File: src/rtl/mux_arb_pkg.sv
// mux_arb_pkg: shared sizes, FSM state type and round-robin winner search for mux_rr_arbiter
package mux_arb_pkg;
    localparam int N_REQ = 4;
    localparam int SEL_W = 2;

    typedef enum logic {IDLE, GRANT} arb_state_t;

    typedef struct packed {
        logic             found;
        logic [SEL_W-1:0] idx;
    } pick_t;

    // Lowest index at or after ptr+1 wins; scanning backwards lets the nearest hit overwrite farther ones.
    function automatic pick_t rr_pick(input logic [N_REQ-1:0] req, input logic [SEL_W-1:0] ptr);
        pick_t p;
        logic [SEL_W-1:0] idx;
        p = '0;
        for (int i = N_REQ; i >= 1; i--) begin
            idx = ptr + SEL_W'(i);
            if (req[idx]) begin
                p.found = 1'b1;
                p.idx   = idx;
            end
        end
        return p;
    endfunction
endpackage

File: src/rtl/mux_4x1.sv
// mux_4x1: combinational 4:1 bit mux, sel 0 picks din[3] and sel 3 picks din[0]
module mux_4x1
    import mux_arb_pkg::*;
(
    input  logic [N_REQ-1:0] din,
    input  logic [SEL_W-1:0] sel,
    output logic             y
);
    assign y = din[SEL_W'(N_REQ - 1) - sel];
endmodule

File: src/rtl/mux_rr_arbiter.sv
// mux_rr_arbiter: round-robin owner of a shared mux_4x1 bit; define ARB_LOCK_EN to add lock[3:0] burst override
module mux_rr_arbiter
    import mux_arb_pkg::*;
#(
    parameter int MAX_BURST = 8
) (
    input  logic             clk,
    input  logic             rst_n,
    input  logic [N_REQ-1:0] req,
    input  logic [N_REQ-1:0] din,
`ifdef ARB_LOCK_EN
    input  logic [N_REQ-1:0] lock,
`endif
    output logic [N_REQ-1:0] gnt,
    output logic [SEL_W-1:0] sel,
    output logic             dout,
    output logic             dout_valid,
    output logic             busy
);
    localparam int CNT_W = (MAX_BURST > 1) ? $clog2(MAX_BURST) : 1;
    localparam logic [CNT_W-1:0] CNT_MAX = CNT_W'(MAX_BURST - 1);

    arb_state_t       state_q, state_d;
    logic [CNT_W-1:0] cnt_q, cnt_d;
    logic [SEL_W-1:0] ptr_q, ptr_d, sel_q, sel_d, own;
    logic [N_REQ-1:0] gnt_q, gnt_d;
    logic             dout_q, dout_d, dv_q, dv_d, raw, locked, lim, fin;
    pick_t            pick;

    mux_4x1 u_mux (.din(din), .sel(sel_q), .y(raw));

    assign own = SEL_W'(N_REQ - 1) - sel_q;
    assign lim = cnt_q == CNT_MAX;
`ifdef ARB_LOCK_EN
    assign locked = lock[own];
`else
    assign locked = 1'b0;
`endif

    // State, burst counter, last-owner pointer and all registered outputs.
    always_ff @(posedge clk) begin
        if (!rst_n) begin
            state_q <= IDLE;
            cnt_q   <= '0;
            ptr_q   <= SEL_W'(N_REQ - 1);
            gnt_q   <= '0;
            sel_q   <= '0;
            dout_q  <= 1'b0;
            dv_q    <= 1'b0;
        end else begin
            state_q <= state_d;
            cnt_q   <= cnt_d;
            ptr_q   <= ptr_d;
            gnt_q   <= gnt_d;
            sel_q   <= sel_d;
            dout_q  <= dout_d;
            dv_q    <= dv_d;
        end
    end

    // Next state: transfer the owner's bit, end the grant on release or burst limit, rearbitrate without a bubble.
    always_comb begin
        pick    = rr_pick(req, state_q == GRANT ? own : ptr_q);
        state_d = state_q;
        cnt_d   = cnt_q;
        ptr_d   = ptr_q;
        gnt_d   = gnt_q;
        sel_d   = sel_q;
        dout_d  = dout_q;
        dv_d    = 1'b0;
        fin     = 1'b0;
        if (state_q == GRANT) begin
            if (req[own]) begin
                dout_d = raw;
                dv_d   = 1'b1;
                cnt_d  = lim ? cnt_q : cnt_q + 1'b1;
            end
            fin = !req[own] || (lim && !locked);
            if (fin) ptr_d = own;
        end
        if (state_q == IDLE || fin) begin
            state_d = pick.found ? GRANT : IDLE;
            gnt_d   = pick.found ? N_REQ'(1) << pick.idx : '0;
            sel_d   = pick.found ? SEL_W'(N_REQ - 1) - pick.idx : sel_q;
            cnt_d   = '0;
        end
    end

    // Outputs come straight from registers; busy reflects the GRANT state.
    always_comb begin
        gnt        = gnt_q;
        sel        = sel_q;
        dout       = dout_q;
        dout_valid = dv_q;
        busy       = state_q == GRANT;
    end
endmodule

File: config.mk
export PLATFORM = sky130hd
export DESIGN_NAME = mux_rr_arbiter
export DESIGN_NICKNAME = d
export VERILOG_FILES = /design/src/rtl/mux_arb_pkg.sv /design/src/rtl/mux_4x1.sv /design/src/rtl/mux_rr_arbiter.sv
export SDC_FILE = /design/constraint.sdc
export NUM_CORES = 1
export LEC_CHECK = 0
export BUFFER_PORTS_ARGS = -buffer_cell sky130_fd_sc_hd__buf_2
export CELL_PAD_IN_SITES_DETAIL_PLACEMENT = 1
export CELL_PAD_IN_SITES_GLOBAL_PLACEMENT = 1
export CORE_MARGIN = 10
export CORE_UTILIZATION = 33
export DETAILED_ROUTE_END_ITERATION = 16
export GPL_TIMING_DRIVEN = 0
export PLACE_DENSITY = 0.79
export SLEW_MARGIN = 20
export SYNTH_ARGS = -nofsm -noshare
export SYNTH_HDL_FRONTEND = slang
export SYNTH_SLANG_ARGS = --single-unit
File: constraint.sdc
create_clock -name clk -period 1.55 [get_ports clk]
set_clock_uncertainty 0.05 [all_clocks]
set_input_delay 0 -clock clk [delete_from_list [all_inputs] [get_ports clk]]
set_output_delay 0 -clock clk [all_outputs]
set_load 0.005 [all_outputs]
==> results of run 1 <==
## worst paths after layout
path / end / slack [ns]
worst max-delay path: gnt[3] / -0.06
worst min-delay path: busy / 0.12
worst max register to register: gnt[3] / -0.06
worst min register to register: cnt_q[0] / 0.38
## cells in the mapped netlist (all sizes together) (2+ instances only)
master,count
dfxtp,14
nor2,7
nand2b,2
ha,2
o211ai,2
a21oi,3
o31ai,2
and2,4
mux4,2
o21ai,2
nor3,2
nand2,9
nand3,2
nor2b,3
a32o,2
inv,4
## critical path, stage by stage, from the launching register on
cell,delay (ns)
dfxtp_2,0.34
buf_6,0.12
nor2b_4,0.12
o211a_1,0.23
a2111oi_4,0.26
buf_4,0.19
nor2_2,0.03
a22o_1,0.17
## cell families (layout without fill, tap and decap cells)
family,after synthesis,after routing
adder cells (fa/ha/maj),2,2
multiplexers,3,3
flip-flops,14,14
AO/OA/AOI/OAI,18,18
buffers and inverters,5,39
AND/OR/NAND/NOR,32,32
## per-stage QoR
step | instances | utilization, % | TNS [ns] | total power, W | cell area, um2
finish | 135 | 52.4 | -0.257 | 0.00101 | 1060
detailed placement | 119 | 42.6 | -0.752 | 0.000663 | 861
floorplan | 74 | - | -0.00909 | 0.000579 | 737
CTS | 129 | 47.8 | -0.157 | 0.000961 | 966
global placement | 119 | 42.6 | -0.405 | 0.000649 | 861
global route | 135 | 52.4 | -1.06 | 0.00108 | 1060
## cell type report
| type | instances | area (um2) |
|---|---|---|
| Buffer | 1 | 11.3 |
| Fill cell | 240 | 962 |
| Timing Repair Buffer | 30 | 183 |
| Clock buffer | 4 | 36.3 |
| Sequential cell | 14 | 292 |
| Tap cell | 27 | 33.8 |
| Inverter | 4 | 15.0 |
| Multi-Input combinational cell | 55 | 489 |
## flip-flops by register name (all words and copies together), names as in the netlist
| name | count |
|---|---|
| busy | 1 |
| sel | 2 |
| gnt | 4 |
| ptr_q | 2 |
| dout | 1 |
| cnt_q | 3 |
| dout_valid | 1 |
## timing repair
item | CTS | global route
pin swaps | 3 | 9
hold endpoints to repair | 3 | 0
resized for setup | 5 | 14
hold buffers | 1 | 0
endpoints found under the setup margin | 10 | 10
setup buffers | 5 | 6
## power breakdown
part           leakage (nW)  internal [W]  total [W]  switching, W
clock                0.0210      0.000143   0.000264      0.000121
combinational         0.363      0.000163   0.000319      0.000156
sequential            0.116      0.000396   0.000429     0.0000326
## per-layer routing
| metal | vias to the layer above | track usage, % | wire length, um |
|---|---|---|---|
| li1 | 342 | - | - |
| met1 | 345 | 10.6 | 848 |
| met2 | 21 | 18.1 | 1170 |
| met3 | 8 | 5.35 | 177 |
| met4 | 0 | 3.14 | 68 |
| met5 | - | 0 | 0 |
==> qor.yml, run 1 <==
synth-edff-count: 0
place_ws_ns: -0.138
hold_class: "primary input to flop"
tightestPinTransition_ns: 0.338
synth.area.top_cells: "dfxtp_1 39%, nand2_1 4.7%, a2111oi_4 3.8%"
synthXorXnorAreaFrac_pct: 0
synth_cell_type_count: 32
fmaxAchievable_mhz: 620
clock-sinks: 14
cts_root_buffer: "clkbuf_4"
leakage_nw: 0.500
powerDensity_mw_per_mm2: 955
yosys.area.top_type_share_pct: 39.0
grt_pass1_wl_mm: 3.65
vdd_ir_drop_max_mv: 0.553
io_pins: 19
rsz0062_at_grt: "true"
cts_made_buffers: 3
fin_nets: 121
synth.mux.area_fraction_pct: 8.19
vias_per_cell: 5.30
final_hold_viol_count: 0
via_count: 716
ctsLongestPathBuffers: 2
cts_tree: "done"
ys.flop_type: "dfxtp_1"
holdPathStages: 3
synth_adder_area_share_pct: 3.48
arrival_ns: 1.75
syn_nets: 86
critPathLaunch: "busy"
initial_core_util_pct: 35.5
mostFrequentLayoutCells: "18 x buf_2, 11 x buf_4, 9 x dfxtp_1, 7 x nand2_1, 5 x nor2_1"
grt_overflow_total: 0
portBuffers: 18
antenna_cells: 0
relSlewSlack_pct: 77.3
syn_to_final_growth_pct: 47.6
setup_violations: 7
ys_ff_latch: 14
yosys_warnings: 0
worst_slack_ns: -0.0624
synth_top_family_by_area: "simple AND/OR/NAND/NOR gates"
maxCapViolations: 0
die_area_mm2: 0.00444
min_period_over_period_pct: 104
crit_path_max_fanout: 5
num_rows: 16
timing.hold.ws_ns: 0.120
first_global_vias: 768
syn_area_um2: 718
drc_errors: 0
status: "finished, violations left"
synth_area_per_cell_um2: 9.71
crit_type: "flop to flop"
wl_mm: 2.27
cp-start-kind: "flop"
violations: "setup timing"
clk_latency_ns: 0.29
ant_nets: 0
r2r_start: "busy"
htreeDepth: 1
postSynth.asyncResetShare_pct: 0
grt_usage_pct: 10.4
worstPathRequired_ns: 1.69
slew_violations: 0
gp_congestion: 0.769
holdCritStartpoint: "req[0]"
synth.largest_area_cell: "dfxtp_1"
rr_worst_depth: 7
yosys.area_share.simple_pct: 24.2
grt_max_degree: 9
end_kind: "flop"
coreArea_mm2: 0.00202
synth_compound_area_share_pct: 22.0
drive_gt1_share_pct: 55.6
yosysSeqAreaShare_pct: 39.0
antenna_found_initial: 0
syn_inst: 74
min_period_ns: 1.61
die_y_um: 66.7
fp.dieW_um: 66.7
drt_iter0_drc: 30
dr.pass1.iters: 2
clk_pin_slew_ns: 0.08
dp_hpwl_mm: 1.53
layout_commonest_cell: "buf_2"
wl_per_cell_um: 16.8
(Power assumes the default switching activity.)
==> run 2, diff against run 1 <==
--- a/config.mk
+++ b/config.mk
@@ -13,6 +13,7 @@
 export DETAILED_ROUTE_END_ITERATION = 16
 export GPL_TIMING_DRIVEN = 0
 export PLACE_DENSITY = 0.79
+export SKIP_LAST_GASP = 1
 export SLEW_MARGIN = 20
 export SYNTH_ARGS = -nofsm -noshare
 export SYNTH_HDL_FRONTEND = slang
==> run 2 against run 1 <==
Compared with the run above: the flow still finishes with violations (setup timing); via count unchanged; critical path depth stayed put; die area unchanged; worst hold slack lost 0.0020 ns; largest cell class unchanged.
==> qor.yml, run 2 (synthesized netlist as in run 1, its figures left out) <==
r2r_start: "busy"  # unchanged
worstPathRequired_ns: 1.69  # about the same
first_global_vias: 768  # unchanged
vdd_ir_drop_max_mv: 0.555  # was 0.553 mV
relSlewSlack_pct: 77.6  # was 77.3%
coreArea_mm2: 0.00202  # unchanged
htreeDepth: 1  # unchanged
fin_nets: 121  # unchanged
crit_path_max_fanout: 5  # unchanged
tns_ns: -0.255  # was -0.257 ns
slew_violations: 0  # unchanged
drt_iter0_drc: 35  # was 30
mostFrequentLayoutCells: "18 x buf_2, 11 x buf_4, 9 x dfxtp_1, 7 x nand2_1, 5 x nor2_1"  # unchanged
ant_nets: 0  # unchanged
vias_per_cell: 5.30  # unchanged
clk_latency_ns: 0.29  # about the same
setup_violations: 7  # unchanged
initial_core_util_pct: 35.5  # unchanged
grt_max_degree: 9  # unchanged
grt_usage_pct: 10.4  # unchanged
grt_pass1_wl_mm: 3.65  # unchanged
worstReg2RegEnd: "gnt[3]"  # unchanged
violations: "setup timing"  # unchanged
powerDensity_mw_per_mm2: 955  # about the same
rsz0062_at_grt: "true"  # unchanged
drc_errors: 0  # unchanged
worst_slack_ns: -0.0617  # was -0.0624 ns
num_rows: 16  # unchanged
timing.hold.ws_ns: 0.118  # was 0.120 ns
cts_made_buffers: 3  # unchanged
dr.pass1.iters: 2  # unchanged
fillers: 240  # unchanged
fp.dieW_um: 66.7  # unchanged
grt_overflow_total: 0  # unchanged
clk_pin_slew_ns: 0.08  # about the same
portBuffers: 18  # unchanged
final_hold_viol_count: 0  # unchanged
cts_tree: "done"  # unchanged
via_count: 716  # unchanged
multi_input_area_um2: 489  # unchanged
cts_root_buffer: "clkbuf_4"  # unchanged
rr_worst_depth: 7  # unchanged
die_area_mm2: 0.00444  # unchanged
layout_commonest_cell: "buf_2"  # unchanged
die_y_um: 66.7  # unchanged
io_pins: 19  # unchanged
clock-sinks: 14  # unchanged
status: "finished, violations left"  # unchanged
fmaxAchievable_mhz: 620  # about the same
leakage_nw: 0.500  # about the same
dp_hpwl_mm: 1.53  # unchanged
antenna_cells: 0  # unchanged
regArea_um2: 292  # unchanged
largest_reg_flops: 4  # unchanged
tightestPinTransition_ns: 0.333  # was 0.338 ns
syn_to_final_growth_pct: 47.6  # unchanged
fin_cells: 135  # unchanged
reg2reg_slack_ns: -0.06  # about the same
min_to: "busy"  # unchanged
min_period_over_period_pct: 104  # about the same
wl_per_cell_um: 16.8  # about the same
dp.cells: 119  # unchanged
min_period_ns: 1.61  # about the same
maxCapViolations: 0  # unchanged
gp_congestion: 0.769  # unchanged
place_ws_ns: -0.138  # unchanged
holdCritStartpoint: "req[0]"  # unchanged
drive_gt1_share_pct: 55.6  # unchanged
arrival_ns: 1.75  # about the same
wl_mm: 2.26  # was 2.27 mm
crit_type: "flop to flop"  # unchanged
finalPower_w: 0.00101  # about the same
antenna_found_initial: 0  # unchanged
holdPathStages: 3  # unchanged
end_kind: "flop"  # unchanged
cp-start-kind: "flop"  # unchanged
hold_class: "primary input to flop"  # unchanged
ctsLongestPathBuffers: 2  # unchanged
[run 2: cell counts in the layout (fill, tap and decap cells not counted)]
No cell type changed its count.
[run 2: worst max-delay path, cell delays in order (launching register included)]
cell,delay [ns]
dfxtp_2,0.34
buf_6,0.12
nor2b_4,0.12
o211a_1,0.23
a2111oi_4,0.26
buf_4,0.19
nor2_2,0.03
a22o_1,0.17
[run 2: worst max path at each step]
stage / from / endpoint / slack [ns] / cells after the start
floorplan: busy / gnt[3] / -0.009 / 6
global placement: sel[0] / gnt[3] / -0.12 / 5
detailed placement: sel[0] / gnt[3] / -0.14 / 5
CTS: busy / gnt[3] / -0.1 / 7
global route: sel[0] / gnt[3] / -0.16 / 6
finish: busy / gnt[3] / -0.06 / 7
[run 2: layout make-up]
cell class,instances,area share (%)
clock buffer,4,3.42
sequential,14,27.5
buffer,1,1.06
timing repair buffer,30,17.2
tap,27,3.19
multi-input combinational,55,46.2
inverter,4,1.42
[run 2: repair_timing]
item / CTS / global route
pin swaps: 3 / 8
endpoints found under the setup margin: 10 / 10
setup buffers: 5 / 6
hold endpoints to repair: 3 / 0
hold buffers: 1 / 0
gates resized for setup: 5 / 14
[run 2: per-layer routing]
layer | GRT usage (%) | up-vias | share of wire, %
met2 | 18.1 | 21 | 52
li1 | - | 342 | -
met4 | 3.14 | 0 | 3.0
met5 | 0 | - | 0
met1 | 10.6 | 345 | 37
met3 | 5.35 | 8 | 7.8
[run 2: where the power goes]
part / switching, W / leakage, nW / internal, W / total (W)
clock: 0.000121 / 0.0210 / 0.000143 / 0.000264
combinational: 0.000156 / 0.363 / 0.000163 / 0.000319
sequential: 0.0000327 / 0.116 / 0.000396 / 0.000429
total: 0.000309 / 0.500 / 0.000703 / 0.00101
[run 2: metrics by stage]
step | area [um2] | utilization (%)
2_1_floorplan | 737 | -
3_3_place_gp | 861 | 42.6
3_5_place_dp | 861 | 42.6
4_1_cts | 966 | 47.8
5_1_grt | 1060 | 52.4
6_report | 1060 | 52.4
